## config.mk

```make
export PLATFORM = sky130hd
export DESIGN_NAME = uart_rx
export DESIGN_NICKNAME = d
export VERILOG_FILES = /design/src/rtl/uart_rx.sv
export SDC_FILE = /design/constraint.sdc
export NUM_CORES = 1
export LEC_CHECK = 0
export CAP_MARGIN = 20
export CORE_ASPECT_RATIO = 0.5
export CORE_MARGIN = 2
export CORE_UTILIZATION = 40
export CTS_CLUSTER_DIAMETER = 150
export DETAILED_ROUTE_END_ITERATION = 10
export SETUP_SLACK_MARGIN = 0.4
export SLEW_MARGIN = 20
export SYNTH_ARGS = -nofsm -noshare
export SYNTH_HDL_FRONTEND = slang
export SYNTH_SLANG_ARGS = --single-unit
```

## constraint.sdc

```tcl
create_clock -name clk_i -period 1.9 [get_ports clk_i]
set_clock_uncertainty 0.05 [all_clocks]
set_input_delay 0.38 -clock clk_i [delete_from_list [all_inputs] [get_ports clk_i]]
set_output_delay 0.38 -clock clk_i [all_outputs]
set_load 0.005 [all_outputs]
```

## src/rtl/uart_rx.sv

```systemverilog
`default_nettype none
// ============================================================================
// Module   : uart_rx
// Purpose  : 8N1 UART receiver with 8x oversampling. The serial line is
//            synchronised, each frame is validated at mid-bit sample points,
//            and received bytes are handed over through a one-entry
//            valid/ready buffer. Framing errors and overruns are reported as
//            single-cycle pulses.
// Ports    : clk_i        - system clock
//            rst_i        - asynchronous active-high reset
//            rx_i         - serial line (asynchronous, idles high)
//            rx_data_o    - received byte
//            rx_valid_o   - rx_data_o holds an unconsumed byte
//            rx_ready_i   - consumer accepts byte when valid && ready
//            frame_err_o  - pulse: frame ended with a low stop bit
//            overrun_o    - pulse: completed byte dropped, buffer full
// Revision : 1.0 - initial release
// ============================================================================
module uart_rx #(
  parameter int unsigned CLK_RATE  = 100_000_000,
  parameter int unsigned BAUD_RATE = 3_000_000
) (
  input  logic       clk_i,
  input  logic       rst_i,
  input  logic       rx_i,
  output logic [7:0] rx_data_o,
  output logic       rx_valid_o,
  input  logic       rx_ready_i,
  output logic       frame_err_o,
  output logic       overrun_o
);

  // Prescaler period in clocks for one oversample tick (8 ticks per bit).
  localparam int unsigned DIV = CLK_RATE / (8 * BAUD_RATE);
  localparam int unsigned PW  = (DIV < 2) ? 1 : $clog2(DIV);
  localparam logic [PW-1:0] PRESC_MAX = PW'(DIV - 1);

  if (DIV < 2) begin : g_div_check
    $error("uart_rx: DIV = CLK_RATE/(8*BAUD_RATE) must be at least 2");
  end

  typedef enum logic [1:0] {
    ST_IDLE  = 2'd0,
    ST_START = 2'd1,
    ST_DATA  = 2'd2,
    ST_STOP  = 2'd3
  } state_t;

  // --------------------------------------------------------------------------
  // Registers
  // --------------------------------------------------------------------------
  logic          sync1_q, sync2_q;
  state_t        state_q, state_d;
  logic [PW-1:0] presc_q, presc_d;
  logic [2:0]    samp_q,  samp_d;
  logic [2:0]    bit_q,   bit_d;
  logic [7:0]    shift_q, shift_d;
  logic [7:0]    data_q,  data_d;
  logic          valid_q, valid_d;
  logic          ferr_q,  ferr_d;
  logic          ovr_q,   ovr_d;

  logic          rxs;
  logic          tick;
  logic          commit;
  logic          handshake;

  assign rxs = sync2_q;

  always_ff @(posedge clk_i or posedge rst_i) begin
    if (rst_i) begin
      sync1_q <= 1'b1;
      sync2_q <= 1'b1;
      state_q <= ST_IDLE;
      presc_q <= '0;
      samp_q  <= 3'd0;
      bit_q   <= 3'd0;
      shift_q <= 8'h00;
      data_q  <= 8'h00;
      valid_q <= 1'b0;
      ferr_q  <= 1'b0;
      ovr_q   <= 1'b0;
    end else begin
      sync1_q <= rx_i;
      sync2_q <= sync1_q;
      state_q <= state_d;
      presc_q <= presc_d;
      samp_q  <= samp_d;
      bit_q   <= bit_d;
      shift_q <= shift_d;
      data_q  <= data_d;
      valid_q <= valid_d;
      ferr_q  <= ferr_d;
      ovr_q   <= ovr_d;
    end
  end

  // --------------------------------------------------------------------------
  // Next-state logic
  // --------------------------------------------------------------------------
  always_comb begin
    state_d   = state_q;
    presc_d   = presc_q;
    samp_d    = samp_q;
    bit_d     = bit_q;
    shift_d   = shift_q;
    data_d    = data_q;
    valid_d   = valid_q;
    ferr_d    = 1'b0;
    ovr_d     = 1'b0;
    commit    = 1'b0;
    handshake = valid_q && rx_ready_i;
    tick      = (presc_q == PRESC_MAX);

    // Prescaler and sample counter free-run outside IDLE; both rest at 0 in
    // IDLE so START entry always begins a fresh bit period.
    if (state_q == ST_IDLE) begin
      presc_d = '0;
      samp_d  = 3'd0;
    end else if (tick) begin
      presc_d = '0;
      samp_d  = samp_q + 3'd1;
    end else begin
      presc_d = presc_q + PW'(1);
    end

    unique case (state_q)
      ST_IDLE: begin
        if (!rxs) begin
          state_d = ST_START;
        end
      end

      ST_START: begin
        // Mid-start-bit check; a high line here means the low was a glitch.
        if (tick && samp_q == 3'd3) begin
          if (!rxs) begin
            samp_d  = 3'd0;
            bit_d   = 3'd0;
            state_d = ST_DATA;
          end else begin
            state_d = ST_IDLE;
          end
        end
      end

      ST_DATA: begin
        // samp wraps 7->0 here, so each sample lands 8 ticks after the last.
        if (tick && samp_q == 3'd7) begin
          shift_d = {rxs, shift_q[7:1]};
          bit_d   = bit_q + 3'd1;
          if (bit_q == 3'd7) begin
            state_d = ST_STOP;
          end
        end
      end

      ST_STOP: begin
        if (tick && samp_q == 3'd7) begin
          state_d = ST_IDLE;
          if (rxs) begin
            commit = 1'b1;
          end else begin
            ferr_d = 1'b1;
          end
        end
      end

      default: begin
        state_d = ST_IDLE;
      end
    endcase

    // One-entry output buffer. A handshake in the commit cycle frees the
    // slot, so the new byte replaces the consumed one without an overrun.
    if (commit) begin
      if (!valid_q || handshake) begin
        data_d  = shift_d;
        valid_d = 1'b1;
      end else begin
        ovr_d = 1'b1;
      end
    end else if (handshake) begin
      valid_d = 1'b0;
    end
  end

  assign rx_data_o   = data_q;
  assign rx_valid_o  = valid_q;
  assign frame_err_o = ferr_q;
  assign overrun_o   = ovr_q;

endmodule
`default_nettype wire

```

==> results of run 1 <==
-- layout by cell type, fill, tap and decap left out, types with 2 or more instances in the layout --
| cell type | count |
|---|---|
| dfstp_2 | 2 |
| dfrtp_1 | 29 |
| ha_1 | 3 |
| o21ai_0 | 4 |
| ha_4 | 2 |
| inv_1 | 18 |
| buf_4 | 6 |
| o21ai_1 | 4 |
| dlygate4sd2_1 | 11 |
| mux2i_1 | 9 |
| nor2b_1 | 2 |
| clkbuf_8 | 7 |
| o22ai_1 | 2 |
| clkdlybuf4s50_1 | 3 |
| nor2_1 | 6 |
| nand2_1 | 8 |
| nand2_2 | 4 |
| buf_6 | 2 |
-- area by class of cell --
class	instances	area (sq um)
well taps	40	50.0
flip-flops and latches	31	778
clock buffers	8	100
repair buffers	24	229
multi-input cells	62	484
fillers	264	1370
inverters	18	67.6
-- critical path, stage by stage (launching register included) --
cell and delay, ns:
dfrtp_1 0.39, ha_4 0.16, ha_4 0.13, and4_4 0.22
and3_4 0.20, mux2_4 0.29
-- layer usage --
layer | routed length, um | vias to the layer above | GRT usage [%]
met1 | 936 | 405 | 16.5
met2 | 944 | 15 | 21.3
li1 | - | 428 | -
met3 | 89 | 0 | 5.48
met4 | 0 | 0 | 5.71
met5 | 0 | - | 0
-- worst max-delay path by stage --
stage	from	endpoint	slack [ns]
final	samp_q[1]	rx_data_o[7]	0.34
after global routing	samp_q[1]	rx_data_o[6]	0.24
after CTS	samp_q[0]	rx_data_o[7]	0.33
after detailed placement	rx_ready_i	rx_data_o[4]	0.22
after global placement	rx_ready_i	rx_data_o[3]	0.24
after floorplan	samp_q[0]	rx_data_o[7]	0.23
-- registers in the layout, indices dropped and copies added (netlist names), named ones only --
register	flops
rxs	1
state_q	1
shift_q	8
rx_valid_o	1
frame_err_o	1
presc_q	2
rx_data_o	8
overrun_o	1
samp_q	3
sync1_q	1
bit_q	3
-- cell families (layout without fill, tap and decap cells) --
family / Yosys count / after routing / share of synthesized area (%)
XOR/XNOR: 2 / 2 / 1.31
AND/OR/NAND/NOR: 29 / 29 / 11.7
buffers and inverters: 23 / 50 / 8.25
multiplexers: 11 / 11 / 8.72
flip-flops: 31 / 31 / 58.3
adder cells (fa/ha/maj): 6 / 6 / 5.62
AO/OA/AOI/OAI: 14 / 14 / 6.09
-- power by group through the flow --
stage | sequential, mW | clock, mW | combinational [mW]
6_report | 0.894 | 0.550 | 0.460
4_1_cts | 0.893 | 0.577 | 0.462
5_1_grt | 0.918 | 0.606 | 0.528
2_1_floorplan | 0.866 | 0 | 0.332
3_3_place_gp | 0.895 | 0 | 0.417
3_5_place_dp | 0.898 | 0 | 0.427
-- through the flow --
step / std cells / hold slack [ns] / cell area [sq um] / setup slack [ns]
6_report: 183 / 0.308 / 1710 / 0.338
3_3_place_gp: 170 / 0.296 / 1540 / 0.243
4_1_cts: 183 / 0.306 / 1700 / 0.333
2_1_floorplan: 116 / 0.295 / 1350 / 0.229
3_5_place_dp: 170 / 0.297 / 1540 / 0.216
5_1_grt: 183 / 0.319 / 1710 / 0.244
-- repair_timing --
action                                  in CTS  in global routing
pin swaps                                    1                  1
buffers inserted                             5                  0
resized for setup                           16                  9
endpoints found under the setup margin      22                 16
==> results.ini, run 1 <==
[setup_path]
arrival_ns = 1.67
critPathCaptureType = register
rr_startpoint = samp_q[1]
critPathKind = register to register
cp.required_ns = 2.01
worstPathMaxFanout = 3
reg2reg_to = rx_data_o[7]
r2r_cells = 5
critPathLaunchType = register
rrSetupSlack_ns = 0.34

[cts]
clk_pin_slew_ns = 0.06
clkSinkCount = 31
clockBufferDepth = 2
htreeDepth = 2
cts_buffers = 5
cts_tree = yes
root_buffer = clkbuf_8
worstSkewPairLatency_ns = 0.27
cts_hold_buf = 0

[routing]
num_vias = 848
drc = 0
first_pass_iters = 3
finalWirelength_um = 1970
drt_iter0_markers = 26
via_per_inst = 4.63
wl_per_cell_um = 10.8
postRouteAntennaNets = 0

[floorplanning]
die_w_um = 85.7
core_sq_mm = 0.00308
ios = 15
initial_core_util_pct = 43.3
die-area_sq_mm = 0.00384
row_count = 14
die_h_um = 44.9

[worst_hold_path]
whs_path_depth = 0
hp-class = register to register
hold_start = sync1_q
hold-path-endpoint = rxs

[cells_and_area]
drive_above_1_share_pct = 21.7
area.growth.synth_to_final_pct = 28.0
fin_util_pct = 55.4
final_nets = 152
antenna_cells = 0

[synth]
synth-warning-count = 0
syn_avg_cell_area_sq_um = 11.5
syn_nets = 126
yosysUniqueCellTypes = 32
netlist_top_cells_count = 29 x dfrtp_1, 18 x inv_1, 12 x nand2_1
async_flop_share_pct = 100
yosys.area.top_type_share_pct = 54.4
yosysSeqAreaShare_pct = 58.3
synth-main-ff-cell = dfrtp_1
synth_seq_cells = 31
synth-edff-count = 0
synth_top_cells_by_area = dfrtp_1 54%, mux2i_1 6.7%, ha_1 5.6%, inv_1 5.1%, dfstp_2 3.9%
synth_area_sq_mm = 0.00134
syn_inst = 116
yosysMostFrequentCell = dfrtp_1
yosysTopAreaCell = dfrtp_1

[pwr]
swShare_pct = 28.0
combPwrFrac_pct = 24.2
power_mw = 1.90
p_int_mw = 1.37
leakage_nw = 0.789
p_switching_mw = 0.532
pwr-share-clk_pct = 28.9
p_seq_share_pct = 46.9
power_density_mw_per_mm2 = 1110
peakVddDrop_mv = 0.487

[timing]
fin_crit_sh_pct = 82.2
fin_crit_ns = 1.56
relSlewSlack_pct = 73.8
rsz0062_at_grt = true
timing.setup.tns_ns = 0
tightest_slew_ns = 0.394
setup_violations = 0
fmax_mhz = 640
hold_violations = 0
maxSlewViolCount = 0

[global_route]
overflow = 0
grt_pass1_vias = 881
grt_max_degree = 32
grt_usage_pct = 13.4
grt_pass1_wl_um = 3820
antenna_found_initial = 0

[placement]
port_buffers = 14
dp_hpwl_um = 1330
gp_congestion = 0.780

[flow_run]
maxCapViolations = 0

[outcome]
status = finished, final reports clean

No activity file was read; power rests on OpenSTA's default activity.
==> run 2, diff against run 1 <==
clock period = 1.5 ns   (was 1.9 ns; I/O delays follow)
==> run 2 against run 1 <==
  * The run now ends with setup timing left
  * Total power up 53%
  * Via count up 7.8%
  * Sequential cell count unchanged
  * Fmax up 0.62%
  * Sequential share of layout area down 4.8 points
==> results.ini, run 2 (synthesis gave the netlist of run 1 again) <==
[outcome]
violations = setup timing
status = finished, violations left

[global_route]
antenna_found_initial = 0
grt_pass1_wl_um = 4340
grt_pass1_vias = 943
grt_usage_pct = 15.3
overflow = 0
grt_max_degree = 32

[cells_and_area]
final_cells = 200
area.growth.synth_to_final_pct = 43.0
antenna_cells = 0
fin_util_pct = 61.9
layout_common_cells = 29 x dfrtp_1, 20 x buf_4, 18 x inv_1
num-fill-cells = 248
drive_above_1_share_pct = 45.6
final_nets = 169
layout_commonest_cell = dfrtp_1
fin_area_sq_mm = 0.00191

[timing]
relSlewSlack_pct = 78.5
hold_violations = 0
worst_slack_ns = -0.0521
timing.setup.tns_ns = -0.140
whs_ns = 0.295
tightest_slew_ns = 0.321
fmax_mhz = 644
setup_violations = 7
fin_crit_ns = 1.55
maxSlewViolCount = 0
rsz0062_at_grt = true
fin_crit_sh_pct = 103

[pwr]
power_density_mw_per_mm2 = 1520
leakage_nw = 0.889
peakVddDrop_mv = 1.61
power_mw = 2.91

[floorplanning]
die_h_um = 44.9
core_sq_mm = 0.00308
die_w_um = 85.7
ios = 15
row_count = 14
die-area_sq_mm = 0.00384
initial_core_util_pct = 43.3

[cts]
root_buffer = clkbuf_8
clk_pin_slew_ns = 0.07
clockBufferDepth = 2
cts_hold_buf = 0
cts_tree = yes
htreeDepth = 2
cts_buffers = 5
worstSkewPairLatency_ns = 0.28
clkSinkCount = 31

[placement]
dp_hpwl_um = 1520
place_area_sq_mm = 0.00165
port_buffers = 14
gp_congestion = 0.690
pre_cts_slack_ns = -0.0887
place_inst = 178

[routing]
finalWirelength_um = 2450
drt_iter0_markers = 32
postRouteAntennaNets = 0
num_vias = 914
via_per_inst = 4.57
first_pass_iters = 4
wl_per_cell_um = 12.3
drc = 0

[setup_path]
critPathKind = register to register
cp.required_ns = 1.62
worstPathMaxFanout = 3
cp_top_family = simple AND/OR/NAND/NOR gates
critPathCaptureType = register
max_stage_delay_ns = 0.39
crit_chain = ha_4 > ha_4 > and4_4 > and3_4 > mux2_4
critPathLaunchType = register
arrival_ns = 1.67
worst_path_most_repeated_cell = ha_4
crit_buf_inv = 0
crit_slowest_cell = dfrtp_1

[worst_hold_path]
hp-class = input port to async pin

[flow_run]
maxCapViolations = 0

-- run 2: repair_timing --
action,in CTS,in global routing
pin swaps,19,6
setup buffers,8,6
gates resized for setup,54,9
endpoints found under the setup margin,38,38
-- run 2: per-layer routing --
| layer | wire, um | global-route usage [%] |
|---|---|---|
| met1 | 1120 | 18.2 |
| met2 | 1200 | 25.9 |
| met3 | 127 | 6.03 |
| met5 | 0 | 0 |
| met4 | 0 | 5.71 |
-- run 2: layout make-up --
type,instances,area [sq um],area share (%)
Sequential cell,31,778,40.8
Inverter,18,67.6,3.54
Tap cell,40,50.0,2.62
Clock inverter,2,35.0,1.83
Timing Repair Buffer,41,332,17.4
Multi-Input combinational cell,62,564,29.6
Clock buffer,6,82.6,4.33
-- run 2: path summary, 6_finish.rpt --
| kind | from | end | slack, ns | cells past startpoint |
|---|---|---|---|---|
| max | samp_q[1] | rx_data_o[7] | -0.05 | 5 |
| max in group asynchronous | rst_i | sync1_q | 0.85 | 3 |
| min | rst_i | shift_q[3] | 0.30 | 3 |
| min in group clk_i | sync1_q | rxs | 0.31 | 0 |
| max reg2reg | samp_q[1] | rx_data_o[7] | -0.05 | 5 |
| min reg2reg | sync1_q | rxs | 0.31 | 0 |
-- run 2: power by group --
part           total, mW  internal [mW]  switching [mW]
registers           1.13          0.992           0.134
logic              0.940          0.558           0.383
clock network      0.846          0.537           0.309
-- run 2: worst register-to-register path: stages (launching register included) --
cell	delay, ns
dfrtp_1	0.39
ha_4	0.16
ha_4	0.13
and4_4	0.21
and3_4	0.21
mux2_4	0.29
==> run 3, diff against run 2 <==
CELL_PAD_IN_SITES_DETAIL_PLACEMENT = 0   (was default)
CELL_PAD_IN_SITES_GLOBAL_PLACEMENT = 2   (was default)
CORE_UTILIZATION = 39   (was 40)
PLACE_DENSITY_LB_ADDON = 0.1   (was default)
clock period = 1.9 ns   (was 1.5 ns; I/O delays follow)
==> run 3 against run 2 <==
  * The run now ends clean
  * Sequential cell count unchanged
  * Total power down 34%
  * Sequential power down 23%
  * Critical path depth unchanged
  * Count of clock-buffer cells in the layout up 1
  * Non-clock buffer count down 10
  * Fmax down 0.89%
  * Worst setup slack better by 0.39 ns
==> results.ini, run 3 (synthesis gave the netlist of run 1 again) <==
[setup_path]
reg2reg_to = shift_q[7]
critPathCaptureType = register
critPathLaunch = samp_q[1]
endpoint = shift_q[7]
crit_slowest_cell = dfrtp_1
arrival_ns = 1.67
cp.required_ns = 2.01
worst_path_most_repeated_cell = ha_4
crit_chain = ha_4 > ha_4 > nand4b_1 > buf_4 > mux2_2
r2r_cells = 5
critPathKind = register to register
crit_buf_inv = 1
path_depth = 5
worstPathMaxFanout = 4
rrSetupSlack_ns = 0.33
rr_startpoint = samp_q[1]
max_stage_delay_ns = 0.41
cp_top_family = flip-flops
critPathLaunchType = register

[routing]
drc = 0
drt_iter0_markers = 17
via_per_inst = 4.65
postRouteAntennaNets = 0
first_pass_iters = 3
wl_per_cell_um = 12.1
num_vias = 883
finalWirelength_um = 2300

[floorplanning]
initial_core_util_pct = 42.6
ios = 15
die_w_um = 86.7
die_h_um = 45.4
die-area_sq_mm = 0.00394
core_sq_mm = 0.00314
row_count = 14

[cells_and_area]
final_cells = 190
num-fill-cells = 291
area.growth.synth_to_final_pct = 30.8
final_nets = 159
multiInputGateArea_sq_um = 497
drive_above_1_share_pct = 24.7
layout_common_cells = 29 x dfrtp_1, 18 x inv_1, 14 x buf_4
fin_util_pct = 55.7
layout_commonest_cell = dfrtp_1
seq_area_sq_um = 778
antenna_cells = 0

[global_route]
grt_usage_pct = 13.7
use_met3_pct = 5.98
grt_pass1_vias = 896
overflow = 0
grt_max_degree = 32
antenna_found_initial = 0
grt_pass1_wl_um = 3970
grtUsageMet1_pct = 17.0
use_met2_pct = 22.3
top_usage_layer = met2

[timing]
timing.setup.tns_ns = 0
worst_slack_ns = 0.334
fin_crit_ns = 1.57
rsz0062_at_grt = true
relSlewSlack_pct = 74.3
tightest_slew_ns = 0.386
setup_violations = 0
maxSlewViolCount = 0
hold_violations = 0
fmax_mhz = 639
fin_crit_sh_pct = 82.4

[cts]
clk_pin_slew_ns = 0.06
root_buffer = clkbuf_8
cts_buffers = 5
htreeDepth = 2
clkSinkCount = 31
worstSkewPairLatency_ns = 0.28
cts_tree = yes
clockBufferDepth = 2

[pwr]
leakage_nw = 0.817
peakVddDrop_mv = 0.690
power_mw = 1.92
power_density_mw_per_mm2 = 1100

[placement]
gp_congestion = 0.665
pre_cts_slack_ns = 0.217
dp_hpwl_um = 1420
port_buffers = 14
place_inst = 170

[outcome]
status = finished, final reports clean

[flow_run]
maxCapViolations = 0

[worst_hold_path]
hp-class = register to register

[run 3: changes by cell type in the layout (fill, tap and decap cells not counted), moves of 4 or more]
| cell | previous run | this run |
|---|---|---|
| buf_4 | 20 | 14 |
| buf_2 | 11 | 1 |
| buf_6 | 5 | 1 |
| dlygate4sd2_1 | 0 | 11 |
| o21ai_1 | 6 | 0 |
| nand2_2 | 8 | 1 |
| o21ai_0 | 0 | 7 |
| nand2_1 | 3 | 10 |
[run 3: layout make-up]
class / count / area share (%)
Multi-Input combinational cell: 62 / 28.4
Clock buffer: 7 / 4.94
Sequential cell: 31 / 44.6
Timing Repair Buffer: 31 / 15.0
Clock inverter: 1 / 0.287
Tap cell: 40 / 2.87
Inverter: 18 / 3.87
[run 3: where the power goes]
| part | internal (mW) | switching, mW | leakage, nW | total, mW |
|---|---|---|---|---|
| registers | 0.783 | 0.0875 | 0.376 | 0.871 |
| clock network | 0.291 | 0.225 | 0.0482 | 0.516 |
| logic | 0.298 | 0.236 | 0.393 | 0.534 |
| total | 1.37 | 0.549 | 0.817 | 1.92 |
[run 3: worst min-delay path by stage]
stage               startpoint   to  slack (ns)  depth (start not counted)
finish                 sync1_q  rxs        0.31                          0
global route           sync1_q  rxs        0.32                          0
CTS                    sync1_q  rxs        0.31                          0
detailed placement     sync1_q  rxs        0.30                          0
global placement       sync1_q  rxs        0.30                          0
floorplan              sync1_q  rxs        0.30                          0
[run 3: routing by layer]
layer	share of wire, %	routed length, um
met1	49	1120
met2	46	1060
met3	4.3	98
met4	0.78	18
met5	0	0
[run 3: repair_timing]
| item | 4_1_cts | 5_1_grt |
|---|---|---|
| gates cloned | 0 | 2 |
| hold buffers | 0 | 0 |
| pin swaps | 2 | 3 |
| gates resized for setup | 15 | 8 |
| setup buffers | 8 | 2 |
| setup endpoints to repair | 20 | 20 |
[run 3: through the flow]
step / cell area, sq um / hold WS, ns
2_1_floorplan: 1350 / 0.295
3_5_place_dp: 1540 / 0.301
4_1_cts: 1690 / 0.310
6_report: 1750 / 0.312
5_1_grt: 1750 / 0.318
3_3_place_gp: 1540 / 0.296
